<file path="src/rtl/snax_alu_out_serializer.sv">
// Splits one wide ALU result word into Ratio beats of OutWidth bits, LSB slice first.
// Optional feature macro: SNAX_ALU_SER_PERF_EN adds the words_done_o word counter.
module snax_alu_out_serializer #(
    parameter int unsigned NumPE     = 4,
    parameter int unsigned DataWidth = 64,
    parameter int unsigned OutWidth  = 128
) (
    input  logic                         clk_i,
    input  logic                         rst_ni,
    input  logic [NumPE*DataWidth*2-1:0] acc2ser_data_i,
    input  logic                         acc2ser_valid_i,
    output logic                         acc2ser_ready_o,
    output logic [OutWidth-1:0]          ser2stream_data_o,
    output logic                         ser2stream_valid_o,
    input  logic                         ser2stream_ready_i,
    input  logic                         clear_i
`ifdef SNAX_ALU_SER_PERF_EN
    ,
    output logic [31:0]                  words_done_o
`endif
);

    localparam int unsigned InWidth = NumPE * DataWidth * 2;
    localparam int unsigned Ratio   = InWidth / OutWidth;
    localparam int unsigned BeatW   = (Ratio > 1) ? $clog2(Ratio) : 1;

    if ((InWidth % OutWidth) != 0 || Ratio < 1) begin : g_bad_cfg
        $error("snax_alu_out_serializer: InWidth must be a non-zero multiple of OutWidth");
    end

    typedef enum logic {
        IDLE = 1'b0,
        SEND = 1'b1
    } state_e;

    state_e             state_q, state_d;
    logic [BeatW-1:0]   beat_q,  beat_d;
    logic [InWidth-1:0] word_q,  word_d;

    logic last_beat;
    logic in_hs;
    logic out_hs;

    assign last_beat = (beat_q == BeatW'(Ratio - 1));

    // Ready is combinational on purpose: the last beat leaving and the next word
    // arriving share one cycle, so back-to-back words run without a bubble.
    assign acc2ser_ready_o    = ~clear_i & ((state_q == IDLE) | (last_beat & ser2stream_ready_i));
    assign ser2stream_valid_o = (state_q == SEND);

    assign in_hs  = acc2ser_valid_i & acc2ser_ready_o;
    assign out_hs = ser2stream_valid_o & ser2stream_ready_i & ~clear_i;

    if (Ratio == 1) begin : g_single_beat
        assign ser2stream_data_o = word_q;
    end else begin : g_multi_beat
        assign ser2stream_data_o = word_q[beat_q*OutWidth +: OutWidth];
    end

    always_comb begin
        // NOTE: every next-state signal gets its hold value first so that no
        // path through the branches below can infer a latch.
        state_d = state_q;
        beat_d  = beat_q;
        word_d  = word_q;
        if (clear_i) begin
            state_d = IDLE;
            beat_d  = '0;
        end else begin
            if (out_hs) begin
                if (last_beat) begin
                    state_d = IDLE;
                end else begin
                    beat_d = beat_q + BeatW'(1);
                end
            end
            // An accepted word overrides the last-beat return to IDLE.
            if (in_hs) begin
                word_d  = acc2ser_data_i;
                beat_d  = '0;
                state_d = SEND;
            end
        end
    end

    // NOTE: the word buffer is a plain register, so it is reset together with the
    // control state; a reset therefore never exposes a stale word on the output.
    always_ff @(posedge clk_i or negedge rst_ni) begin
        if (!rst_ni) begin
            state_q <= IDLE;
            beat_q  <= '0;
            word_q  <= '0;
        end else begin
            // NOTE: non-blocking updates so every register samples pre-edge values.
            state_q <= state_d;
            beat_q  <= beat_d;
            word_q  <= word_d;
        end
    end

`ifdef SNAX_ALU_SER_PERF_EN
    logic [31:0] words_done_q;

    // Counts completed words; clear_i blocks out_hs, so the count holds on clear.
    always_ff @(posedge clk_i or negedge rst_ni) begin
        if (!rst_ni) begin
            words_done_q <= '0;
        end else if (out_hs && last_beat) begin
            words_done_q <= words_done_q + 32'd1;
        end
    end

    assign words_done_o = words_done_q;
`endif

endmodule

</file>
<file path="config.mk">
export PLATFORM = sky130hd
export DESIGN_NAME = snax_alu_out_serializer
export DESIGN_NICKNAME = d
export VERILOG_FILES = /design/src/rtl/snax_alu_out_serializer.sv
export SDC_FILE = /design/constraint.sdc
export NUM_CORES = 1
export LEC_CHECK = 0
export CAP_MARGIN = 20
export CORE_AREA = 5 5 250 252
export CTS_CLUSTER_DIAMETER = 50
export DETAILED_ROUTE_END_ITERATION = 7
export DIE_AREA = 0 0 255 257
export PLACE_DENSITY = 0.65
export SYNTH_ARGS = -nofsm -noshare
export SYNTH_HDL_FRONTEND = slang
export SYNTH_SLANG_ARGS = --single-unit
</file>
<file path="constraint.sdc">
create_clock -name clk_i -period 2.4 [get_ports clk_i]
set_clock_uncertainty 0.15 [all_clocks]
set_input_delay 0.48 -clock clk_i [delete_from_list [all_inputs] [get_ports clk_i]]
set_output_delay 0.48 -clock clk_i [all_outputs]
set_load 0.02 [all_outputs]
</file>
==> impl_metrics.yaml, run 1 <==
final_layout:
  fill_cells: 4821
  design_area_um2: 33000
  regArea_um2: 12900
  instances_no_fill: 2848
  syn2layout_area_growth_pct: 47.5
  fin_nets: 2512
  drive_gt1_share_pct: 46.5
  final_common_cell: "clkdlybuf4s50_1"
  multiInputGateArea_um2: 8760
  final_cell_mix: "clkdlybuf4s50_1, dfrtp_1, mux2_2"
detailed_routing:
  drc: 0
  routedWlPerCell_um: 24.2
  via_per_inst: 4.98
  final_antenna_net_count: 0
  drt-initial-drc-count: 509
  dr.pass1.iters: 4
  wl_um: 68800
  vias: 14190
logic_synthesis:
  ys_seq_area_share_pct: 57.7
  netlist_instances: 1251
  synth_compound_area_share_pct: 0.0504
  synth_fp_nets: 1769
  synth_cell_types: 17
  synth_top_family_by_area: "multiplexers"
  synthMuxAreaShare_pct: 38.7
  avgSynthCellArea_um2: 17.9
  synth_fa_ha_area_share_pct: 0.0560
  ys_ff_latch: 515
  synth-simple-area-share_pct: 0.185
  ys_warn_count: 0
  syn-cell-area_um2: 22400
  synth_xor_area_share_pct: 0.0392
outcome:
  status: "finished, violations left"
  violations: "setup timing"
global_routing:
  grt_pass1_wl_um: 101000
  grt_pass1_vias: 16128
  grt-ovfl-total: 0
  antenna_found_initial: 30
  grt.total_usage_pct: 20.1
  grt_max_degree: 63
sta:
  setup_violations: 635
  rsz0062_at_grt: "yes"
  relSlewSlack_pct: 67.0
  worst_slew_pin_slew_ns: 0.495
  hold_viol: 0
  min_period_ns: 2.77
  layout_setup_ws_ns: -0.367
  fmax_mhz: 361
  slew_violations: 0
  fin_crit_sh_pct: 115
clocking:
  clock-sinks: 515
  cts_root_buf: "clkbuf_16"
  htreeDepth: 2
  tritoncts: "built"
  clk_latency_ns: 0.59
  path_clk_slew_ns: 0.06
  cts_buffers: 60
  clockBufferDepth: 3
floorplan:
  fp.dieH_um: 257
  die_x_um: 255
  die-area_um2: 65500
  rows: 90
  io-pin-count: 647
  fp.coreArea_um2: 59900
  start_util_pct: 37.3
worst_setup_path:
  worst_ep_required_time_ns: 1.77
  worstSetupPathType: "register to primary output"
  critPathLaunchType: "register"
  crit_fanout: 8
  arrival_ns: 2.14
  ff2ff_setup_slack_ns: -0.23
  end_kind: "primary output"
place:
  gp_congestion: 0.846
  postPlaceCellArea_um2: 30200
  io_buffer_count: 646
  dp_hpwl_um: 49900
  dp_cells: 2675
power:
  vdd_drop_max_v: 0.000598
  leakage_uw: 0.0133
  power_density_nw_per_um2: 810
hold_path:
  hold_class: "input pin to asynchronous set/reset pin"
run:
  cap_violations: 0
## synthesized netlist by cell type
cell / n / area share, %
mux4_2: 128 / 13
buf_2: 20 / 0.45
mux2_1: 45 / 2.3
nor3b_2: 1 / 0.056
a21boi_2: 1 / 0.050
dfrtp_1: 515 / 58
xor2_1: 1 / 0.039
nor2_1: 3 / 0.050
buf_6: 51 / 2.6
mux2_2: 467 / 24
mux2i_1: 1 / 0.045
nor3_1: 2 / 0.045
ha_1: 1 / 0.056
buf_1: 7 / 0.12
buf_4: 2 / 0.067
nand3b_1: 1 / 0.034
clkbuf_1: 5 / 0.084
## per-stage QoR
| step | hold WS (ns) | utilization [%] | total power (uW) | setup WS, ns | TNS (ns) |
|---|---|---|---|---|---|
| after CTS | 0.222 | 54.5 | 27000 | -0.500 | -76.14 |
| after global routing | 0.251 | 55.0 | 27900 | -0.447 | -142.82 |
| after floorplan | 0.0344 | - | 14400 | 0.287 | 0 |
| final | 0.233 | 55.1 | 26700 | -0.367 | -96.45 |
| after detailed placement | 0.284 | 50.4 | 17400 | -0.186 | -61.59 |
| after global placement | 0.275 | 50.4 | 17200 | -0.169 | -42.65 |
## flip-flops by register name (all words and copies together) (netlist names)
register            flops
word_q                512
beat_q                  2
ser2stream_valid_o      1
## cell type report
type                    count  share of cell area (%)
flip-flops and latches    515                    39.1
clock buffers              85                    5.33
clock inverters            27                    1.01
multi-input cells         651                    26.6
repair buffers            766                    24.9
well taps                 782                    2.97
diodes                     22                   0.167
## per-layer routing
layer | GRT usage, % | up-vias | share of wire (%)
li1 | - | 6233 | -
met1 | 24.0 | 7376 | 38
met2 | 34.4 | 445 | 52
met3 | 5.74 | 124 | 7.1
met4 | 7.69 | 12 | 3.4
met5 | 0 | - | 0.11
## critical path: stages (launching register included)
cell and delay [ns]:
dfrtp_4 0.48, buf_12 0.18, buf_12 0.16, mux4_2 0.55
buf_6 0.16
## final timing paths
kind / from / to / cells past startpoint
max: beat_q[0] / ser2stream_data_o[19] / 4
min: rst_ni / word_q[265] / 2
max reg2reg: beat_q[0] / word_q[164] / 11
min reg2reg: word_q[59] / word_q[59] / 1
max in group asynchronous: rst_ni / word_q[105] / 4
min in group clk_i: acc2ser_data_i[36] / word_q[36] / 2
## what timing repair did
item	CTS	global route
setup buffers	10	12
pin swaps	1	1
cloned	12	7
resized for setup	671	41
endpoints found under the hold margin	28	0
hold buffers	1	0
setup endpoints to repair	283	625
## kinds of logic (layout without fill, tap and decap cells)
logic type | Yosys count | in the layout
AO/OA/AOI/OAI | 1 | 1
XOR/XNOR | 1 | 1
adder cells (fa/ha/maj) | 1 | 1
buffers and inverters | 85 | 878
flip-flops | 515 | 515
multiplexers | 641 | 641
other | 0 | 22
AND/OR/NAND/NOR | 7 | 7
## power by group
group | switching (uW) | internal, uW
Clock | 3710 | 5750
Sequential | 940 | 10400
Combinational | 2280 | 3670
Power figures use the tool's default switching activity.
==> run 2: changes to the inputs <==
--- a/config.mk
+++ b/config.mk
@@ -7,7 +7,9 @@
 export LEC_CHECK = 0
 export CAP_MARGIN = 20
 export CORE_AREA = 5 5 250 252
+export CTS_BUF_LIST = sky130_fd_sc_hd__clkbuf_16
 export CTS_CLUSTER_DIAMETER = 50
+export CTS_CLUSTER_SIZE = 28
 export DETAILED_ROUTE_END_ITERATION = 7
 export DIE_AREA = 0 0 255 257
 export PLACE_DENSITY = 0.65
==> impl_metrics.yaml, run 2 (synthesis results as in run 1) <==
global_routing:
  grt_pass1_vias: 16101
  grt_pass1_wl_um: 101000
  antenna_found_initial: 33
  grt_max_degree: 63
  grt-ovfl-total: 0
  grt.total_usage_pct: 20.1
floorplan:
  start_util_pct: 37.3
  rows: 90
  fp.coreArea_um2: 59900
  fp.dieH_um: 257
  die_x_um: 255
  io-pin-count: 647
  die-area_um2: 65500
worst_setup_path:
  end_kind: "primary output"
  arrival_ns: 2.21
  rr_startpoint: "beat_q[0]"
  ff2ff_setup_slack_ns: -0.22
  crit_fanout: 8
  timing.rr.end: "word_q[163]"
  critPathLaunchType: "register"
  worst_ep_required_time_ns: 1.77
  reg2reg_depth: 10
  worstSetupPathType: "register to primary output"
sta:
  slew_violations: 0
  fin_setup_tns_ns: -100.04
  relSlewSlack_pct: 67.2
  layout_setup_ws_ns: -0.436
  fin_crit_sh_pct: 118
  hold_viol: 0
  fmax_mhz: 353
  min_period_ns: 2.84
  worst_slew_pin_slew_ns: 0.493
  setup_violations: 637
  rsz0062_at_grt: "yes"
clocking:
  path_clk_slew_ns: 0.07
  htreeDepth: 2
  cts_buffers: 54
  cts_root_buf: "clkbuf_16"
  clockBufferDepth: 3
  clk_latency_ns: 0.59
  tritoncts: "built"
  clock-sinks: 515
outcome:
  violations: "setup timing"
  status: "finished, violations left"
detailed_routing:
  dr.pass1.iters: 4
  final_antenna_net_count: 0
  vias: 14324
  drt-initial-drc-count: 614
  via_per_inst: 4.99
  wl_um: 68700
  routedWlPerCell_um: 23.9
  drc: 0
final_layout:
  largest_register: "word_q"
  fin_nets: 2534
  final_util_pct: 55.7
  fill_cells: 4773
  largest_reg_flops: 512
  design_area_um2: 33400
  final_common_cell: "clkdlybuf4s50_1"
  final_cell_mix: "clkdlybuf4s50_1, dfrtp_1, mux2_2"
  syn2layout_area_growth_pct: 49.3
  drive_gt1_share_pct: 47.4
place:
  place_ws_ns: -0.186
  gp_congestion: 0.846
  dp_hpwl_um: 49900
  postPlaceCellArea_um2: 30200
  io_buffer_count: 646
power:
  vdd_drop_max_v: 0.000596
  power_density_nw_per_um2: 782
  leakage_uw: 0.0135
hold_path:
  hold_class: "input pin to asynchronous set/reset pin"
run:
  cap_violations: 0
-- run 2: cell types whose count changed in the layout (fill, tap and decap cells not counted), sizes merged, moves of 3 or more --
cell	change
clkbuf	-27
inv	+15
clkinv	+8
diode	+5
buf	+16
clkdlybuf4s15	+7
bufinv	-3
-- run 2: area by class of cell --
type                            instances  area [um^2]  area share [%]
Antenna cell                           27         67.6           0.202
Clock buffer                           55         1380            4.12
Tap cell                              782          978            2.93
Timing Repair Buffer                  794         8720            26.1
Multi-Input combinational cell        651         8840            26.5
Clock inverter                         46          494            1.48
Sequential cell                       515        12900            38.6
-- run 2: metal layers --
| layer | vias up | wire (um) | global-route usage (%) |
|---|---|---|---|
| met5 | - | 65 | 0 |
| met4 | 10 | 1640 | 7.18 |
| li1 | 6292 | - | - |
| met1 | 7467 | 26100 | 24.3 |
| met3 | 90 | 4970 | 5.67 |
| met2 | 465 | 35900 | 34.4 |
-- run 2: worst max-delay path by stage --
| stage | startpoint | slack (ns) | end | cells past startpoint |
|---|---|---|---|---|
| after floorplan | beat_q[0] | 0.29 | ser2stream_data_o[0] | 3 |
| after global placement | beat_q[0] | -0.17 | ser2stream_data_o[46] | 4 |
| after detailed placement | beat_q[0] | -0.19 | ser2stream_data_o[25] | 4 |
| after CTS | beat_q[0] | -0.51 | ser2stream_data_o[123] | 5 |
| after global routing | beat_q[0] | -0.52 | ser2stream_data_o[31] | 5 |
| final | beat_q[0] | -0.44 | ser2stream_data_o[14] | 5 |
-- run 2: repair_timing --
item | CTS | global route
gates resized for setup | 630 | 120
buffers inserted | 32 | 12
hold buffers | 1 | 0
pin swaps | 2 | 1
endpoints found under the setup margin | 307 | 640
cloned | 13 | 10
endpoints found under the hold margin | 35 | 0
-- run 2: worst max-delay path: stages, from the launching register on --
cell	delay [ns]
dfrtp_4	0.49
buf_12	0.20
buf_12	0.16
buf_6	0.09
mux4_2	0.51
buf_6	0.15
-- run 2: power by group --
part           internal [uW]  leakage (uW)  switching, uW
sequential             10300       0.00606            932
clock                   4720      0.000915           3960
combinational           3830       0.00657           2320
total                  18900        0.0135           7210
-- run 2: per-stage QoR --
stage / cells / hold slack (ns) / total power [uW]
floorplan: 1251 / 0.0344 / 14400
global placement: 2675 / 0.275 / 17200
detailed placement: 2675 / 0.284 / 17400
CTS: 2822 / 0.212 / 26100
global route: 2867 / 0.248 / 27300
finish: 2870 / 0.234 / 26100
